<file path="src/rtl/pipe_stage_reg.sv">
// Generic pipeline stage register with stall hold, flush-to-bubble and a tracked valid bit.
// Defining PIPE_PERF_EN adds saturating stall/bubble performance counters.
module pipe_stage_reg #(
  parameter int unsigned          DATA_W     = 128,
  parameter int unsigned          CTRL_W     = 16,
  parameter int unsigned          INSTR_W    = 32,
  parameter logic [INSTR_W-1:0]   NOP_INSTR  = 32'h00000013,
  parameter bit                   CLEAR_DATA = 1'b1,
  parameter int unsigned          CNT_W      = 16
) (
  input  logic               clk,
  input  logic               reset,
  input  logic               Stall,
  input  logic               Flush,
  input  logic               ValidIn,
  input  logic [DATA_W-1:0]  DataIn,
  input  logic [CTRL_W-1:0]  CtrlIn,
  input  logic [INSTR_W-1:0] InstrIn,
  input  logic               CntClear,
  output logic               ValidOut,
  output logic [DATA_W-1:0]  DataOut,
  output logic [CTRL_W-1:0]  CtrlOut,
  output logic [INSTR_W-1:0] InstrOut,
  output logic [CNT_W-1:0]   StallCount,
  output logic [CNT_W-1:0]   BubbleCount
);

  // Every path that clears ValidOut also clears CtrlOut and forces the NOP word,
  // so no write enable can escape through a bubble.
  always_ff @(posedge clk or negedge reset) begin
    if (!reset) begin
      // NOTE: sequential state uses non-blocking assignments so every register
      // samples pre-edge values regardless of statement order.
      ValidOut <= 1'b0;
      DataOut  <= '0;
      CtrlOut  <= '0;
      InstrOut <= NOP_INSTR;
    end else if (Flush) begin
      ValidOut <= 1'b0;
      CtrlOut  <= '0;
      InstrOut <= NOP_INSTR;
      if (CLEAR_DATA) DataOut <= '0;
    end else if (!Stall) begin
      ValidOut <= ValidIn;
      if (ValidIn) begin
        DataOut  <= DataIn;
        CtrlOut  <= CtrlIn;
        InstrOut <= InstrIn;
      end else begin
        DataOut  <= CLEAR_DATA ? '0 : DataIn;
        CtrlOut  <= '0;
        InstrOut <= NOP_INSTR;
      end
    end
  end

`ifdef PIPE_PERF_EN
  localparam logic [CNT_W-1:0] CNT_MAX = '1;

  logic stall_evt;
  logic bubble_evt;

  // A stall only counts while a real instruction is being held.
  assign stall_evt  = Stall && !Flush && ValidOut;
  assign bubble_evt = Flush || (!Stall && !ValidIn);

  always_ff @(posedge clk or negedge reset) begin
    if (!reset) begin
      StallCount  <= '0;
      BubbleCount <= '0;
    end else if (CntClear) begin
      StallCount  <= '0;
      BubbleCount <= '0;
    end else begin
      if (stall_evt && (StallCount != CNT_MAX))   StallCount  <= StallCount + 1'b1;
      if (bubble_evt && (BubbleCount != CNT_MAX)) BubbleCount <= BubbleCount + 1'b1;
    end
  end
`else
  logic unused_cnt_clear;

  assign unused_cnt_clear = CntClear;
  assign StallCount       = '0;
  assign BubbleCount      = '0;
`endif

endmodule

</file>
<file path="config.mk">
export PLATFORM = sky130hd
export DESIGN_NAME = pipe_stage_reg
export DESIGN_NICKNAME = d
export VERILOG_FILES = /design/src/rtl/pipe_stage_reg.sv
export SDC_FILE = /design/constraint.sdc
export NUM_CORES = 1
export LEC_CHECK = 0
export BUFFER_PORTS_ARGS = -buffer_cell sky130_fd_sc_hd__buf_2
export CELL_PAD_IN_SITES_DETAIL_PLACEMENT = 1
export CELL_PAD_IN_SITES_GLOBAL_PLACEMENT = 1
export CORE_AREA = 4 4 151 153
export DETAILED_ROUTE_END_ITERATION = 8
export DIE_AREA = 0 0 155 157
export GPL_TIMING_DRIVEN = 1
export PLACE_DENSITY_LB_ADDON = 0.08
export SLEW_MARGIN = 20
export SYNTH_ARGS = -nofsm -noshare
export SYNTH_HDL_FRONTEND = slang
export SYNTH_SLANG_ARGS = --single-unit
</file>
<file path="constraint.sdc">
create_clock -name clk -period 2.1 [get_ports clk]
set_input_delay 0.21 -clock clk [delete_from_list [all_inputs] [get_ports clk]]
set_output_delay 0.21 -clock clk [all_outputs]
set_load 0.01 [all_outputs]
</file>
== Word level (Yosys, flattened, before mapping) ==
Cells that the tools add are included.

* Logic and storage cells: 16
* Output and inout port bits: 209
* Input port bits: 182
* Register bits: 177

* Muxes and demuxes: 11
* Equality and inequality tests: 1

{| class="wikitable"
|+ Operator list
! operator !! number
|-
| 128-bit 2-to-1 mux || 3
|-
| 32-bit 2-to-1 mux || 3
|-
| 16-bit 2-to-1 mux || 3
|-
| 1-bit 2-to-1 mux || 2
|-
| 2-bit by 1-bit inequality test with 1-bit output, second input constant || 1
|}

== Depth between registers and ports, before layout ==
* Depth in word-level cells: 3
* Gate-level depth with buffers: 6

== Worst setup path after synthesis ==
Ideal clock, no wire load.

* Path kind: input port to flip-flop
* Start point: input port Stall
* End point: register DataOut[100]
* Data required time: 1978 ps
* Stages: 6
* Data arrival time: 1081 ps
* Slack: 897 ps
* Cell sequence: buf_2 nor2b_1 buf_6 buf_6 buf_4 a32o_1

* Cells in the longest elaborated chain, start to end: 1

{| class="wikitable"
|+ RTL lines
! what !! RTL line !! text
|-
| from (decl) || 13 || <nowiki>input logic Stall,</nowiki>
|-
| 2-bit by 1-bit inequality test with 1-bit output (no line) || n/a ||
|-
| to (signal assigned) || 46 || <nowiki>DataOut <= DataIn;</nowiki>
|-
| to (signal assigned) || 50 || <nowiki>DataOut <= CLEAR_DATA ? '0 : DataIn;</nowiki>
|-
| to (decl) || 21 || <nowiki>output logic [DATA_W-1:0] DataOut,</nowiki>
|}

No other way between the ends.
A chain may end at the register's enable or synchronous reset.

== Worst setup path in the final report ==
* Start point: register InstrOut[0]
* End point: output port InstrOut[0]

{| class="wikitable"
|+ RTL lines
! what !! RTL line !! text
|-
| from (decl) || 23 || <nowiki>output logic [INSTR_W-1:0] InstrOut,</nowiki>
|-
| from (signal assigned) || 48 || <nowiki>InstrOut <= InstrIn;</nowiki>
|}

No word-level cell between the ends.

==> impl_metrics.json <==
{
  "status": "complete, no violations",
  "tns_ns": 0,
  "max_freq_ghz": 0.7669,
  "placedInstanceArea_um2": 8757,
  "grt.total_usage": 0.1860,
  "worst_slew_pin_slew_ns": 0.5172,
  "yosysTopAreaCellShare": 0.6408,
  "synth_warnings": 0,
  "synth-seq-cells": 177,
  "cts-root-buf": "clkbuf_16",
  "ys_seq_area_frac": 0.6524,
  "fin_nets": 976,
  "cp-start-kind": "flop",
  "synth_area_leaders": "dfrtp_1 64%, a32o_1 25%, buf_4 4.5%, buf_2 2.7%, dfstp_2 1.2%",
  "crit_path_max_incr_delay_ns": 0.53,
  "grt_pass1_wl_um": 35090,
  "period_minus_slack_ns": 1.304,
  "core_area_um2": 21550,
  "reg2reg_from": "DataOut[75]$_DFFE_PN0P_",
  "htree_levels": 4,
  "die_area_um2": 24340,
  "num_rows": 54,
  "vias": 5655,
  "powerDensity_nw_per_um2": 812.6,
  "cts_buffers": 17,
  "seq_area_um2": 4433,
  "final.period_utilization": 0.6209,
  "cts.clk_slew.worst_paths_ns": 0.07,
  "leakage_nw": 4.965,
  "gr-total-overflow": 0,
  "stdcell_area_um2": 9444,
  "cts_tree": "built",
  "path_buf_inv": 1,
  "startpoint": "InstrOut[0]$_DFFE_PN1P_",
  "crit_required_ns": 1.89,
  "place_congestion": 0.7683,
  "hp-start": "DataIn[0]",
  "reg2regPathDepth": 1,
  "cts_sinks": 177,
  "die_h_um": 157,
  "hold_ws_ns": 0.02803,
  "routed_wirelength_um": 23360,
  "cpLargestDelayFamily": "flip-flops",
  "post_cts_resized": 0,
  "synth_area_per_cell_um2": 15.03,
  "timing.rr.end": "DataOut[75]$_DFFE_PN0P_",
  "route.detailed.drc": 0,
  "final_common_cell": "buf_2",
  "wl_per_cell_um": 21.43,
  "drv_slew": 0,
  "rsz0062_at_grt": "false",
  "r2r_slack_ns": 1.36,
  "port_buffers": 357,
  "grt_max_degree": 74,
  "hp-class": "in2reg",
  "setup_slack_ns": 0.7961,
  "grt_pass1_vias": 6024,
  "dp_hpwl_um": 16920,
  "multi_input_area_um2": 1942,
  "path_cells": "buf_2",
  "synth.distinct_cells": 17,
  "cap_violations": 0,
  "drt_iter0_drc": 298,
  "finalCoreUtilization": 0.4382,
  "initial_utilization": 0.3153,
  "syn_area_um2": 6795,
  "drt_pre_antenna_iters": 4,
  "whs_path_depth": 2,
  "chipWidth_um": 155,
  "nFillCells": 2370,
  "ir_drop_mv": 0.4915,
  "syn2layout_area_growth_pct": 38.98,
  "ios": 391,
  "final.setup_skew_ns": 0,
  "relSlewSlack": 0.6552,
  "end_kind": "output port",
  "path_class": "reg2out",
  "ctsLongestPathBuffers": 2,
  "syn_inst": 452,
  "path_depth": 1,
  "preCtsSetupSlack_ns": 0.6259,
  "critPathMaxFanout": 2,
  "cp_slowest_cell": "dfstp_2",
  "hold_viol_final": 0,
  "post_drt_via_cell_ratio": 5.188,
  "cts_setup_buffers": 0,
  "ant_nets": 0,
  "arrival_ns": 1.09,
  "drive_above_1_share": 0.5093,
  "clock_latency_ns": 0.42,
  "setup_violations": 0,
  "final_cell_mix": "356 x buf_2, 174 x dfrtp_1, 172 x a32o_1, 32 x conb_1, 17 x clkbuf_16",
  "antenna_found_initial": 6,
  "yosys.area.top_type": "dfrtp_1",
  "crit_end": "InstrOut[0]"
}
## what timing repair did
action,CTS,global route
setup endpoints to repair,0,0
hold buffers,8,0
hold endpoints to repair,52,0
## area by class of cell
cell class,count,share of cell area
sequential,177,0.4694
clock inverter,13,0.01550
multi-input combinational,216,0.2056
timing repair buffer,381,0.2230
clock buffer,19,0.04796
inverter,1,0.0006624
antenna,3,0.0007949
tap,280,0.03710
## through the flow
step                power (W)  instances
floorplan            0.004083        483
global placement     0.004498       1047
detailed placement   0.004533       1047
CTS                  0.007813       1087
global route         0.008047       1089
finish               0.007674       1090
## cell families after synthesis
| logic type | after synthesis | share of synthesized area |
|---|---|---|
| AOI/OAI and AO/OA | 176 | 0.2585 |
| buffers and inverters | 90 | 0.08120 |
| DFF | 177 | 0.6524 |
| muxes | 1 | 0.001473 |
| other | 1 | 0.0005519 |
| and+or+nand+nor | 7 | 0.005891 |
## Yosys cell counts
| cell | number |
|---|---|
| o32a_1 | 3 |
| a21oi_1 | 1 |
| buf_4 | 41 |
| dfrtp_1 | 174 |
| nor2_1 | 1 |
| nand2_1 | 1 |
| nor2b_1 | 2 |
| conb_1 | 1 |
| a32o_1 | 172 |
| inv_2 | 1 |
| dfstp_2 | 3 |
| buf_2 | 36 |
| nand3b_1 | 1 |
| mux2i_1 | 1 |
| buf_6 | 2 |
| clkbuf_1 | 10 |
| nand2b_1 | 2 |
## power by group
group	switching, W	total, W	internal [W]
sequential	0.0000657	0.00360	0.00354
combinational	0.000497	0.000865	0.000367
clock	0.00145	0.00321	0.00175
## worst min-delay path by stage
| stage | end | slack, ns |
|---|---|---|
| 3_5_place_dp | DataOut[67]$_DFFE_PN0P_ | 0.19 |
| 3_3_place_gp | DataOut[67]$_DFFE_PN0P_ | 0.18 |
| 2_1_floorplan | CtrlOut[0]$_DFFE_PN0P_ | -0.09 |
| 4_1_cts | InstrOut[19]$_DFFE_PN0P_ | 0.00001 |
| 6_report | DataOut[0]$_DFFE_PN0P_ | 0.03 |
| 5_1_grt | DataOut[24]$_DFFE_PN0P_ | 0.005 |
## flip-flops by register name, summed over array words and instances, names as in the netlist
name	count
CtrlOut	16
DataOut	128
InstrOut	32
ValidOut	1
## layer usage
layer | up-vias | track usage | part of all wire
li1 | 2480 | - | -
met1 | 2881 | 0.2104 | 0.37
met2 | 259 | 0.3239 | 0.51
met3 | 27 | 0.07754 | 0.10
met4 | 8 | 0.05299 | 0.015
met5 | - | 0 | 0.0018
Note: power is estimated with default switching activity, not from simulation.
